--- src/rtl/rf_dump_pkg.sv ---
// Shared definitions for the register-file dump engine: state encoding and
// the default register-file geometry shared with the datapath.
package rf_dump_pkg;

    localparam int RF_NREG = 32;
    localparam int RF_AW   = 5;
    localparam int RF_DW   = 32;

    typedef enum logic [1:0] {
        IDLE = 2'd0,
        READ = 2'd1,
        SEND = 2'd2,
        DONE = 2'd3
    } dump_state_e;

endpackage

--- src/rtl/rf_dump.sv ---
// Debug read-out engine: stalls the CPU, walks register indices 0..NREG-1
// through one combinational read port and streams (index, value) pairs out
// over a valid/ready handshake. All outputs come straight from flops.
module rf_dump
    import rf_dump_pkg::*;
#(
    parameter int NREG = RF_NREG,
    parameter int AW   = RF_AW,
    parameter int DW   = RF_DW
) (
    input  logic          clk,
    input  logic          rst,
    input  logic          start,
    output logic          busy,
    output logic          halt_req,
    output logic          done,
    output logic [AW-1:0] rf_addr,
    input  logic [DW-1:0] rf_data,
    output logic          out_valid,
    input  logic          out_ready,
    output logic [AW-1:0] out_idx,
    output logic [DW-1:0] out_data
);

    // Index of the final register; reaching it ends the scan so the counter
    // never wraps.
    localparam logic [AW-1:0] LAST_IDX = AW'(NREG - 1);

    dump_state_e   state_q, state_d;
    logic [AW-1:0] idx_q, idx_d;
    logic [AW-1:0] out_idx_q, out_idx_d;
    logic [DW-1:0] out_data_q, out_data_d;

    // Next-state, scan counter and output-word capture.
    always_comb begin
        state_d    = state_q;
        idx_d      = idx_q;
        out_idx_d  = out_idx_q;
        out_data_d = out_data_q;
        case (state_q)
            IDLE: begin
                if (start) begin
                    state_d = READ;
                    idx_d   = '0;
                end
            end
            READ: begin
                // The CPU is stalled, so the read data is stable at this edge.
                out_data_d = rf_data;
                out_idx_d  = idx_q;
                state_d    = SEND;
            end
            SEND: begin
                if (out_ready) begin
                    if (idx_q == LAST_IDX) begin
                        state_d = DONE;
                    end else begin
                        idx_d   = idx_q + AW'(1);
                        state_d = READ;
                    end
                end
            end
            DONE: begin
                state_d = IDLE;
            end
            default: begin
                state_d = IDLE;
            end
        endcase
    end

    // State and datapath registers; reset abandons any dump in progress.
    always_ff @(posedge clk or posedge rst) begin
        if (rst) begin
            state_q    <= IDLE;
            idx_q      <= '0;
            out_idx_q  <= '0;
            out_data_q <= '0;
        end else begin
            state_q    <= state_d;
            idx_q      <= idx_d;
            out_idx_q  <= out_idx_d;
            out_data_q <= out_data_d;
        end
    end

    // Outputs decoded from registered state only. The read address is the
    // scan counter itself: it only changes when entering READ, so it holds
    // its last value everywhere else.
    assign busy      = (state_q != IDLE);
    assign halt_req  = busy;
    assign done      = (state_q == DONE);
    assign out_valid = (state_q == SEND);
    assign rf_addr   = idx_q;
    assign out_idx   = out_idx_q;
    assign out_data  = out_data_q;

endmodule

--- config.mk ---
export PLATFORM = sky130hd
export DESIGN_NAME = rf_dump
export DESIGN_NICKNAME = d
export VERILOG_FILES = /design/src/rtl/rf_dump_pkg.sv /design/src/rtl/rf_dump.sv
export SDC_FILE = /design/constraint.sdc
export NUM_CORES = 1
export LEC_CHECK = 0
export BUFFER_PORTS_ARGS = -buffer_cell sky130_fd_sc_hd__buf_2
export CORE_AREA = 2 2 92 85
export CTS_BUF_LIST = sky130_fd_sc_hd__clkbuf_2 sky130_fd_sc_hd__clkbuf_4 sky130_fd_sc_hd__clkbuf_8
export CTS_CLUSTER_DIAMETER = 40
export DETAILED_ROUTE_END_ITERATION = 16
export DIE_AREA = 0 0 94 87
export GPL_ROUTABILITY_DRIVEN = 0
export PLACE_DENSITY = 0.53
export SYNTH_ARGS = -nofsm -noshare
export SYNTH_HDL_FRONTEND = slang
export SYNTH_SLANG_ARGS = --single-unit
export TNS_END_PERCENT = 30
--- constraint.sdc ---
create_clock -name clk -period 3.3 [get_ports clk]
set_clock_uncertainty 0.05 [all_clocks]
set_input_delay 0.99 -clock clk [delete_from_list [all_inputs] [get_ports clk]]
set_output_delay 0.99 -clock clk [all_outputs]
set_load 0.03 [all_outputs]
# --- After elaboration in Yosys (flattened, before gate mapping) ---
# Cells that the tools add are included.
totals:
  mem_count: 0
  output_inout_bits: 46
  input_bits: 36
  word_cells: 25
  latch_bits: 0
  mem_bits_ro: 0
  regBits: 44
  ram_bits: 0
classes:
  multipliers: 0
  order_cmp: 0
  shifts: 0
  n_mux: 8
  div_mod_pow: 0
  bitwise: 0
  n_eq_ne: 7
  n_addsub: 1
  n_reduce_logical: 5
ops:
  columns: ["operator", "count"]
  rows:
  - ["$mux 5", 3]
  - ["$pmux 5 s2", 1]
  - ["$pmux 2 s4", 1]
  - ["$mux 2", 3]
  - ["$add 5x1->5 const B", 1]
  - ["$eq 5x5->1 const B", 1]
  - ["$eq 2x2->1 const B", 2]
  - ["$ne 2x2->1 const B", 2]
  - ["$reduce_and 4->1", 1]
  - ["$reduce_bool 2->1", 2]
  - ["$eq 2x1->1 const B", 1]
  - ["$logic_not 2->1", 1]
  - ["$ne 2x1->1 const B", 1]
  - ["$reduce_and 2->1", 1]

# --- Depth between registers and ports, before layout ---
depth:
  ltp_word: 4
  depth_mapped: 6
  mapped_depth_nobuf: 6

# --- Worst setup path after synthesis ---
# OpenSTA, ideal clock, no wires.
synth_timing:
  kind: "reg-to-output"
  from: "register state_q[1]"
  to: "output port out_valid"
  arrival_ns: 1.040
  t_required_ns: 2.260
  stages_incl_launch_ff: 2
  n_path_buf: 0
  path_slack_ns: 1.220
  cell_sequence: "dfrtp_1 nor2b_1"
synth_between:
  elab_chain_len: 1
synth_rtl:
  columns: ["item", "line", "text"]
  rows:
  - ["start: declaration", "rf_dump.sv:29", "dump_state_e state_q, state_d;"]
  - ["start signal: assignment", "rf_dump.sv:80", "state_q <= state_d;"]
  - ["$eq 2x2->1", "rf_dump.sv:93", "assign out_valid = (state_q == SEND);"]
  - ["end: declaration", "rf_dump.sv:19", "output logic out_valid,"]
# No other way between the ends.

# --- Worst setup path after layout ---
# Ends and elaborated chain as after synthesis.

==> impl_metrics.tcl <==
set metrics [dict create \
    outcome "complete, no violations" \
    cellPowerDensity_nw_per_um2 1100 \
    startpoint "state_q[1]$_DFFE_PP0P_" \
    maxCapViolCount 0 \
    cp-end-kind "primary output" \
    antenna_found_initial 0 \
    switching_share 0.424 \
    pin_count 82 \
    period_share 0.750 \
    pwr-share-comb 0.492 \
    synthFlopType "dfrtp_1" \
    die_x_um 94 \
    internal_power_mw 1.51 \
    synth_seq_area_share 0.621 \
    yosysUniqueCellTypes 23 \
    crit_path_max_fanout 7 \
    core_area_um2 7320 \
    worstMarginPinSlew_ps 951 \
    io_buffers 81 \
    num_vias 1197 \
    start_util 0.242 \
    setup_viol 0 \
    synth-seq-cells 44 \
    cts_root_buf "clkbuf_8" \
    required_ps 2260 \
    initialDrtViolationCount 20 \
    grt_pass1_vias 1147 \
    routedWlPerCell_um 11.9 \
    syn_inst 119 \
    area_growth_pct 34.5 \
    clk_pin_slew_ps 80 \
    clock_latency_ps 290 \
    p_leak_nw 1.21 \
    timing.rr.end "rf_addr[2]$_DFFE_PP0P_" \
    grt-busiest-layer "met2" \
    synth_top_cell_by_area "dfrtp_1" \
    grt-ovfl-total 0 \
    post_cts_resized 0 \
    clk_path_buf_depth 2 \
    hp-class "reg -> reg" \
    slew_viol_final 0 \
    viasPerCell 4.00 \
    synth_nets 157 \
    hold_viol 0 \
    worstPathArrival_ps 1430 \
    drive_gt1_frac 0.645 \
    cts_inserted_buffers 5 \
    pwr-share-clk 0.162 \
    fin_crit_ps 2470 \
    crit_path_start_kind "register" \
    tns_ps 0 \
    syn_area_per_cell_um2 14.9 \
    met1_usage 0.107 \
    fmax_mhz 404 \
    reg2reg_from "rf_addr[0]$_DFFE_PP0P_" \
    routed_wl_mm 3.55 \
    fillers 771 \
    nets 240 \
    setup.worst_path.end "out_valid" \
    grt_pass1_wl_mm 5.53 \
    num_rows 30 \
    cts_sinks 44 \
    ys_async_sr_fraction 1.00 \
    power_frac_seq 0.345 \
    post_cts_buffers 0 \
    cts-htree-levels 2 \
    ant_nets 0 \
    irDropWorstVdd_uv 182 \
    p_sw_mw 1.11 \
    drc 0 \
    die_h_um 87 \
    dieArea_um2 8180 \
    grtUsageMet3 0.0355 \
    grt_use_met2 0.144 \
    firstDrtPassIters 4 \
    synth_area_um2 1770 \
    track_usage 0.0891 \
    r2r_slack_ps 1290 \
    slew_headroom 0.366 \
    rsz0062_at_grt "no" \
    power.total_mw 2.62 \
    hold_buffers 0 \
    ys_warn_count 0 \
    synth_edf_count 0 \
    yosysTopAreaCellShare 0.621 \
    netlist_top_cells_area "dfrtp_1, mux2_2, buf_4" \
    ff2ff_path_depth 6 \
    grt_max_degree 45 \
    tritoncts "done" \
    num_antenna_cells 0 \
    crit_type "reg -> out" \
]
sequential cells by signal (all words and copies together), names as in the netlist:
name      flops
out_idx       5
state_q       2
out_data     32
rf_addr       5
logic make-up after synthesis:
logic type,share of synthesized area
adder cells (fa/ha/maj),0.0141
AND/OR/NAND/NOR,0.0692
buffers and inverters,0.0297
AO/OA/AOI/OAI,0.0318
multiplexers,0.234
flip-flops,0.621
synthesized netlist by cell type (2+ instances only):
master     n
dfrtp_1   44
mux2_2    35
nand2_1    6
buf_4      5
inv_1      4
o21ai_0    3
and3_1     2
ha_1       2
mux2i_1    2
nand2b_1   2
nor2b_1    2
cell usage in the layout, fill, tap and decap left out, drive strengths merged:
| master | netlist | routed |
|---|---|---|
| nor3b | 1 | 1 |
| and2 | 1 | 1 |
| a21o | 1 | 1 |
| o21a | 1 | 1 |
| nor3 | 1 | 1 |
| a211o | 1 | 1 |
| mux2 | 35 | 35 |
| or2 | 1 | 1 |
| a221o | 1 | 1 |
| inv | 4 | 4 |
| o21ai | 3 | 3 |
| nand3 | 1 | 1 |
| clkinv | 0 | 1 |
| buf | 5 | 81 |
| nand2b | 2 | 2 |
| clkbuf | 0 | 6 |
| nor2b | 2 | 2 |
| and3 | 2 | 2 |
| nand4bb | 1 | 1 |
| a21oi | 1 | 1 |
| mux2i | 2 | 2 |
| nor2 | 1 | 1 |
| bufinv | 0 | 1 |
| dfrtp | 44 | 44 |
| nand2 | 6 | 6 |
| ha | 2 | 2 |
layout make-up:
cell class	instances	area (µm²)	area share
Timing Repair Buffer	81	405	0.170
Clock inverter	2	38.8	0.0163
Inverter	4	15.0	0.00630
Tap cell	96	120	0.0504
Sequential cell	44	1100	0.462
Multi-Input combinational cell	66	621	0.260
Clock buffer	6	82.6	0.0346
routing by layer:
layer | up-vias | share of wire
met1 | 564 | 0.46
met3 | 4 | 0.082
met5 | - | 0
met4 | 0 | 0.012
li1 | 578 | -
met2 | 51 | 0.45
power groups by stage:
stage / clock network [mW] / registers, mW / logic (mW)
after global placement: 0 / 0.909 / 1.31
after CTS: 0.448 / 0.910 / 1.31
after detailed placement: 0 / 0.920 / 1.31
final: 0.426 / 0.906 / 1.29
after global routing: 0.473 / 0.942 / 1.38
after floorplan: 0 / 1.38 / 0.518
worst max-delay path: stages, from the launching register on:
cell     delay (ps)
dfrtp_1         460
nor2b_1         410
buf_2           280
how the worst min path moves through the flow:
stage | from | endpoint | slack (ps) | cells after the start
2_1_floorplan | state_q[0]$_DFFE_PP0P_ | state_q[0]$_DFFE_PP0P_ | 430 | 1
3_3_place_gp | out_idx[1]$_DFFE_PP0N_ | out_idx[1]$_DFFE_PP0N_ | 410 | 2
3_5_place_dp | out_idx[1]$_DFFE_PP0N_ | out_idx[1]$_DFFE_PP0N_ | 420 | 2
4_1_cts | out_idx[1]$_DFFE_PP0N_ | out_idx[1]$_DFFE_PP0N_ | 440 | 2
5_1_grt | out_data[19]$_DFFE_PP0N_ | out_data[19]$_DFFE_PP0N_ | 470 | 1
6_report | out_idx[1]$_DFFE_PP0N_ | out_idx[1]$_DFFE_PP0N_ | 440 | 2
per-stage QoR:
stage	utilization	cells	setup WS (ps)	hold WS (ps)	cell area, µm²
floorplan	-	119	1220	433	1770
detailed placement	0.309	291	1120	424	2260
finish	0.326	299	826	444	2380
global route	0.326	299	695	471	2380
CTS	0.326	299	783	443	2380
global placement	0.309	291	1190	414	2260
Power figures use the tool's default switching activity.
